===== src/rtl/fetch_pkg.sv =====
// Shared types and constants for the instruction-fetch sequencer: FSM states,
// register function codes, and instruction field slice positions.
package fetch_pkg;

   typedef enum logic [2:0] {
      IDLE     = 3'd0,
      FETCH_LO = 3'd1,
      FETCH_HI = 3'd2,
      DECODE   = 3'd3,
      EXEC     = 3'd4,
      HALT     = 3'd5
   } state_e;

   localparam logic [1:0] FS_DEC  = 2'b00;
   localparam logic [1:0] FS_INC  = 2'b01;
   localparam logic [1:0] FS_LOAD = 2'b10;
   localparam logic [1:0] FS_CLR  = 2'b11;

   localparam int OPC_MSB  = 15;
   localparam int OPC_LSB  = 12;
   localparam int MODE_MSB = 11;
   localparam int MODE_LSB = 10;
   localparam int REG_MSB  = 9;
   localparam int REG_LSB  = 8;
   localparam int ADDR_MSB = 7;
   localparam int ADDR_LSB = 0;

   localparam logic MEM_CS_ACTIVE = 1'b0;

endpackage


===== src/rtl/instr_decoder.sv =====
// Registered split of the fetched instruction into fields; the valid flag is
// raised by the load and dropped when the execute stage retires the instruction.
module instr_decoder
   import fetch_pkg::*;
#(
   parameter int INSTR_W = 16
) (
   input  logic               clk,
   input  logic               rst,
   input  logic               load_i,
   input  logic               retire_i,
   input  logic [INSTR_W-1:0] ir_i,
   output logic               dec_valid_o,
   output logic [3:0]         opcode_o,
   output logic [1:0]         mode_o,
   output logic [1:0]         reg_o,
   output logic [7:0]         addr_o
);

   logic       vld_q,    vld_d;
   logic [3:0] opcode_q, opcode_d;
   logic [1:0] mode_q,   mode_d;
   logic [1:0] reg_q,    reg_d;
   logic [7:0] addr_q,   addr_d;

   always_comb begin
      vld_d    = vld_q;
      opcode_d = opcode_q;
      mode_d   = mode_q;
      reg_d    = reg_q;
      addr_d   = addr_q;
      if (load_i) begin
         vld_d    = 1'b1;
         opcode_d = ir_i[OPC_MSB:OPC_LSB];
         mode_d   = ir_i[MODE_MSB:MODE_LSB];
         reg_d    = ir_i[REG_MSB:REG_LSB];
         addr_d   = ir_i[ADDR_MSB:ADDR_LSB];
      end else if (retire_i) begin
         vld_d = 1'b0;
      end
   end

   // Fields are cleared on reset too, so a reset leaves no stale instruction visible.
   always_ff @(posedge clk) begin
      if (rst) begin
         vld_q    <= 1'b0;
         opcode_q <= '0;
         mode_q   <= '0;
         reg_q    <= '0;
         addr_q   <= '0;
      end else begin
         vld_q    <= vld_d;
         opcode_q <= opcode_d;
         mode_q   <= mode_d;
         reg_q    <= reg_d;
         addr_q   <= addr_d;
      end
   end

   assign dec_valid_o = vld_q;
   assign opcode_o    = opcode_q;
   assign mode_o      = mode_q;
   assign reg_o       = reg_q;
   assign addr_o      = addr_q;

endmodule


===== src/rtl/fetch_sequencer.sv =====
// Two-byte instruction fetch controller driving ALU_System memory/IR/ARF controls.
// Optional macro FETCH_STATS_EN adds the retired-instruction counter instr_count.
module fetch_sequencer
   import fetch_pkg::*;
#(
   parameter logic [1:0] PC_OUTSEL = 2'b00,
   parameter logic [3:0] PC_RSEL   = 4'b1000,
   parameter int         INSTR_W   = 16
) (
   input  logic               clk,
   input  logic               rst,
   input  logic               run,
   input  logic               halt_req,
   input  logic               exec_done,
   input  logic [INSTR_W-1:0] ir_in,
   output logic               bus_own,
   output logic               mem_cs,
   output logic               mem_wr,
   output logic               ir_enable,
   output logic               ir_lh,
   output logic [1:0]         ir_funsel,
   output logic [1:0]         arf_outdsel,
   output logic [1:0]         arf_funsel,
   output logic [3:0]         arf_regsel,
   output logic               dec_valid,
   output logic [3:0]         dec_opcode,
   output logic [1:0]         dec_mode,
   output logic [1:0]         dec_reg,
   output logic [7:0]         dec_addr,
   output logic               halted,
`ifdef FETCH_STATS_EN
   output logic [15:0]        instr_count,
`endif
   output logic [2:0]         seq_t
);

   state_e     state_q, state_d;
   logic [2:0] seq_q,   seq_d;
   logic       retire;

   assign retire = (state_q == EXEC) && exec_done;

   always_ff @(posedge clk) begin
      if (rst) begin
         state_q <= IDLE;
         seq_q   <= 3'd0;
      end else begin
         state_q <= state_d;
         seq_q   <= seq_d;
      end
   end

   always_comb begin
      state_d = state_q;
      case (state_q)
         IDLE:     if (run) state_d = FETCH_LO;
         FETCH_LO: state_d = FETCH_HI;
         FETCH_HI: state_d = DECODE;
         DECODE:   state_d = EXEC;
         EXEC:     if (exec_done) state_d = halt_req ? HALT : FETCH_LO;
         HALT:     if (run) state_d = FETCH_LO;
         default:  state_d = IDLE;
      endcase
   end

   // T restarts at every fetch and parks at 7 during a long execute.
   always_comb begin
      if (state_d == FETCH_LO || state_d == IDLE || state_d == HALT)
         seq_d = 3'd0;
      else if (seq_q == 3'd7)
         seq_d = 3'd7;
      else
         seq_d = seq_q + 3'd1;
   end

   always_comb begin
      bus_own     = 1'b0;
      mem_cs      = ~MEM_CS_ACTIVE;
      mem_wr      = 1'b0;
      ir_enable   = 1'b0;
      ir_lh       = 1'b0;
      ir_funsel   = FS_LOAD;
      arf_outdsel = PC_OUTSEL;
      arf_funsel  = FS_LOAD;
      arf_regsel  = 4'b0000;
      if (state_q == FETCH_LO || state_q == FETCH_HI) begin
         bus_own    = 1'b1;
         mem_cs     = MEM_CS_ACTIVE;
         ir_enable  = 1'b1;
         ir_lh      = (state_q == FETCH_HI);
         arf_regsel = PC_RSEL;
         arf_funsel = FS_INC;
      end
   end

   assign halted = (state_q == HALT);
   assign seq_t  = seq_q;

   instr_decoder #(.INSTR_W(INSTR_W)) u_dec (
      .clk         (clk),
      .rst         (rst),
      .load_i      (state_q == DECODE),
      .retire_i    (retire),
      .ir_i        (ir_in),
      .dec_valid_o (dec_valid),
      .opcode_o    (dec_opcode),
      .mode_o      (dec_mode),
      .reg_o       (dec_reg),
      .addr_o      (dec_addr)
   );

`ifdef FETCH_STATS_EN
   logic [15:0] count_q;

   always_ff @(posedge clk) begin
      if (rst)         count_q <= 16'd0;
      else if (retire) count_q <= count_q + 16'd1;
   end

   assign instr_count = count_q;
`endif

endmodule


===== config.mk =====
export PLATFORM = sky130hd
export DESIGN_NAME = fetch_sequencer
export DESIGN_NICKNAME = d
export VERILOG_FILES = /design/src/rtl/fetch_pkg.sv /design/src/rtl/instr_decoder.sv /design/src/rtl/fetch_sequencer.sv
export SDC_FILE = /design/constraint.sdc
export NUM_CORES = 1
export LEC_CHECK = 0
export CAP_MARGIN = 10
export CORE_MARGIN = 5
export CORE_UTILIZATION = 40
export CTS_BUF_LIST = sky130_fd_sc_hd__clkbuf_2 sky130_fd_sc_hd__clkbuf_4 sky130_fd_sc_hd__clkbuf_8
export CTS_CLUSTER_SIZE = 12
export DETAILED_ROUTE_END_ITERATION = 8
export GPL_TIMING_DRIVEN = 1
export PLACE_DENSITY_LB_ADDON = 0.12
export REMOVE_ABC_BUFFERS = 1
export SLEW_MARGIN = 20
export SYNTH_ARGS = -nofsm -noshare
export SYNTH_HDL_FRONTEND = slang
export SYNTH_HIERARCHICAL = 1
export SYNTH_SLANG_ARGS = --single-unit

===== constraint.sdc =====
create_clock -name clk -period 1.63 [get_ports clk]
set_clock_uncertainty 0.15 [all_clocks]
set_input_delay 0.2445 -clock clk [delete_from_list [all_inputs] [get_ports clk]]
set_output_delay 0.2445 -clock clk [all_outputs]
set_load 0.05 [all_outputs]

### Word level (Yosys, flattened, before mapping)

Cells that the tools add are included.

* word-level logic and storage cells: 37
* bits in latches: 0
* memories kept: 0
* RAM bits: 0
* bits of input ports: 21
* bits in registers: 23
* output and inout bits: 36
* ROM bits: 0

* add/sub/neg operators: 1
* shifts and indexed selects: 0
* div/mod/pow operators: 0
* bitwise logic cells: 0
* magnitude comparators: 0
* multipliers: 0
* eq/ne operators: 8
* reduce and logical (&&, ||, !) cells: 9
* muxes and demuxes: 12

Operator list (count)
* $pmux 3 s5: 1
* $eq 3x3->1 const B: 4
* $mux 3: 4
* $eq 3x1->1 const B: 2
* $eq 3x2->1 const B: 2
* $logic_not 3->1: 2
* $mux 1: 5
* $mux 4: 1
* $reduce_or 2->1: 2
* $add 3x1->3 const B: 1
* $logic_or 1x1->1: 3
* $mux 2: 1
* $reduce_bool 2->1: 1
* $logic_and 1x1->1: 1

### Logic depth before layout (Yosys ltp)

* depth in word-level cells: 7
* depth in mapped cells: 6

### Hierarchy

Netlist, hierarchy kept.

By module, submodules not included
* instr_decoder: instances 1, area an instance 616.8 µm², cells each 56
* fetch_sequencer: instances 1, area an instance 437.9 µm², cells each 51

### Worst setup path before layout

Ideal clock, no wire load.

* path kind: reg-to-output
* from: reg state_q[0]
* to: out arf_funsel[0]
* arrival: 1.729 ns
* required time: 1.235 ns
* slack: -0.493 ns
* cell stages (with the launch flop): 6
* path through: dfxtp_1 -> buf_6 -> xor2_1 -> or2b_1 -> inv_1 -> buf_4

* longest elaborated chain between the ends: 3
* elaborated cells between the ends (all ways): 4
* classes of those cells: 2 x eq/ne; 1 x mux; 1 x reduce/logical

RTL lines
* start, declared: RTL line fetch_sequencer.sv:37 `state_e state_q, state_d;`
* start signal, assigned: RTL line fetch_sequencer.sv:48 `state_q <= state_d;`
* $eq 3x1->1 or $eq 3x2->1 (tied branches): RTL line fetch_sequencer.sv:86 `if (state_q == FETCH_LO || state_q == FETCH_HI) begin`
* $logic_or 1x1->1 *: RTL line fetch_sequencer.sv:86
* $mux 2 *: RTL line fetch_sequencer.sv:86
* end, declared: RTL line fetch_sequencer.sv:23 `output logic [1:0] arf_funsel,`

Every way passes the cells marked *; elsewhere a longest branch is shown, timed or not.

### Worst setup path after layout

* from: reg state_q[0]
* to: out ir_enable

* longest elaborated chain between the ends: 3
* elaborated cells between the ends (all ways): 4
* classes of those cells: 2 x eq/ne; 1 x mux; 1 x reduce/logical

RTL lines
* $eq 3x1->1 or $eq 3x2->1 (tied branches): RTL line fetch_sequencer.sv:86
* $logic_or 1x1->1 *: RTL line fetch_sequencer.sv:86
* $mux 1 *: RTL line fetch_sequencer.sv:86
* end, declared: RTL line fetch_sequencer.sv:19 `output logic ir_enable,`

Marks and branches as above.

==> results.json <==
{
  "worst-setup-path-type": "reg2out",
  "gr-total-overflow": 0,
  "synth_ff_type": "dfxtp_1",
  "dr.pass1.iters": 4,
  "mostFrequentLayoutCell": "buf_4",
  "wl_met2_mm": 1.10,
  "drtAntennaViolNets": 0,
  "fp.dieW_um": 61.4,
  "cap_violations": 0,
  "rsz0062_at_grt": "yes",
  "holdBufCountCts": 0,
  "ys_ff_latch": 23,
  "start_util_pct": 42.2,
  "grt_max_degree": 18,
  "cts_root_buf": "clkbuf_4",
  "cts_tree": "done",
  "rows": 18,
  "grt_first_pass_wirelength_mm": 3.77,
  "dr.max_layer_used": "met4",
  "area_growth_pct": 57.9,
  "drt_iter0_drc": 4,
  "final_cell_mix": "buf_4 (26), clkdlybuf4s50_1 (20), dfxtp_1 (20)",
  "finalSetupViolCount": 6,
  "failed_checks": "negative setup slack",
  "r2r_slack_ns": 0.09,
  "clock_path_buffers": 2,
  "fmax_mhz": 552,
  "wl_met1_um": 941,
  "layout-drive-gt1-share_pct": 34.0,
  "n_antenna_cell": 0,
  "io_pins": 57,
  "arrival_ns": 1.42,
  "fill_cells": 207,
  "clock-sinks": 23,
  "cts.reportedPaths.clkPinSlew_ns": 0.12,
  "seq_area_frac_synth_pct": 43.7,
  "leakage_nw": 0.691,
  "fp.dieH_um": 61.4,
  "peakVddDrop_mv": 0.745,
  "report.final.slew_viol_count": 0,
  "wl_met3_um": 292,
  "holdPathEnd": "u_dec/dec_valid_o",
  "power_mw": 1.63,
  "worstHoldPathCells": 2,
  "numCtsBuffers": 3,
  "htree_levels": 1,
  "required_ns": 1.24,
  "worstRegToRegCells": 4,
  "portBuffers": 48,
  "rr_startpoint": "state_q[0]",
  "place_congestion": 0.782,
  "vias": 882,
  "post-place-ws_ns": -0.179,
  "hpwl_mm": 1.93,
  "drc": 0,
  "finalWirelength_mm": 2.35,
  "grt_pass1_vias": 912,
  "start_kind": "flip-flop",
  "clkLatencyLatePin_ns": 0.30,
  "fin_ws_ns": -0.182,
  "avgSynthCellArea_um2": 9.86,
  "finalHoldViolCount": 0,
  "fin_util_pct": 66.6,
  "synth_edf_count": 0,
  "synth_area_mm2": 0.00105,
  "yosys_warnings": 6,
  "end_kind": "output pin",
  "worstReg2RegEnd": "seq_t[0]",
  "wire_per_inst_um": 12.4,
  "cp_max_fo": 4,
  "status": "finished, violations left",
  "syn_inst": 107,
  "grt_use_total_pct": 13.4,
  "yosys.cell_types.count": 27,
  "period_needed_ns": 1.81,
  "fin_setup_tns_ns": -1.03,
  "hp-start": "u_dec/dec_valid_o",
  "hold_class": "reg2reg",
  "async_flop_share_pct": 0,
  "core_area_mm2": 0.00250,
  "grt_antenna_before_repair": 0,
  "fin_crit_sh_pct": 111,
  "dieArea_mm2": 0.00376,
  "nets": 182,
  "pwr_density_cell_mw_per_mm2": 981,
  "via_per_inst": 4.67
}
-- sequential cells by signal, summed over array words and instances (netlist names) --
register	count
u_dec/reg_o	2
u_dec/addr_o	8
state_q	3
seq_t	3
u_dec/mode_o	2
u_dec/dec_valid_o	1
u_dec/opcode_o	4
-- where the power goes --
group | leakage [nW] | internal [mW] | switching, mW | total [mW]
clock network | 0.0177 | 0.0915 | 0.159 | 0.251
registers | 0.187 | 0.591 | 0.0229 | 0.614
logic | 0.486 | 0.352 | 0.418 | 0.770
total | 0.691 | 1.03 | 0.600 | 1.63
-- worst max-delay path by stage --
stage,cells past startpoint,to,startpoint
floorplan,3,arf_funsel[0],state_q[0]
global placement,4,seq_t[2],exec_done
detailed placement,4,seq_t[1],exec_done
CTS,5,ir_enable,state_q[0]
global route,5,ir_enable,state_q[0]
finish,5,ir_enable,state_q[0]
-- cell type report --
class	count	area, um2	area share (%)
clock buffers	3	22.5	1.35
repair buffers	59	638	38.3
inverters	4	17.5	1.05
multi-input cells	69	480	28.9
flip-flops and latches	23	464	27.9
clock inverters	1	5.00	0.301
well taps	30	37.5	2.25
-- routing by layer --
| metal | track usage (%) | vias to the layer above |
|---|---|---|
| li1 | - | 444 |
| met4 | 7.27 | 0 |
| met2 | 23.0 | 44 |
| met3 | 3.77 | 2 |
| met1 | 14.8 | 392 |
| met5 | 0 | - |
-- timing repair --
item                                    in CTS  in global routing
setup buffers                                1                  0
endpoints found under the setup margin       8                 11
pin swaps                                    0                  1
resized for setup                            8                  5
-- cell usage after synthesis (2+ instances only) --
master,instances,area (um2)
nor2_1,19,71.3
a21oi_1,3,15.0
nand2b_1,3,18.8
conb_1,2,7.51
dfxtp_1,23,460
o32ai_1,4,35.0
buf_4,12,90.1
inv_1,4,15.0
buf_2,2,10.0
or2b_1,2,15.0
mux2i_1,16,160
buf_6,2,22.5
-- critical path, stage by stage (launching register included) --
cell	delay, ns
dfxtp_2	0.36
xor2_1	0.16
or2b_1	0.28
inv_2	0.08
buf_12	0.12
buf_12	0.13
-- cell families after synthesis --
group	Yosys count	synth area share, %
compound gates	10	7.47
xor+xnor	1	0.831
fa+ha+maj	1	1.19
buf+inv	21	14.9
flops	23	43.7
mux	16	15.2
other cells	2	0.712
simple gates	33	16.0
-- per-stage QoR --
stage | hold WS, ns | instance area [um2] | cells
5_1_grt | 0.384 | 1670 | 189
2_1_floorplan | 0.164 | 935 | 96
3_5_place_dp | 0.330 | 1600 | 184
3_3_place_gp | 0.311 | 1600 | 184
4_1_cts | 0.350 | 1650 | 189
6_report | 0.339 | 1670 | 189
Note: power is estimated with default switching activity, not from simulation.
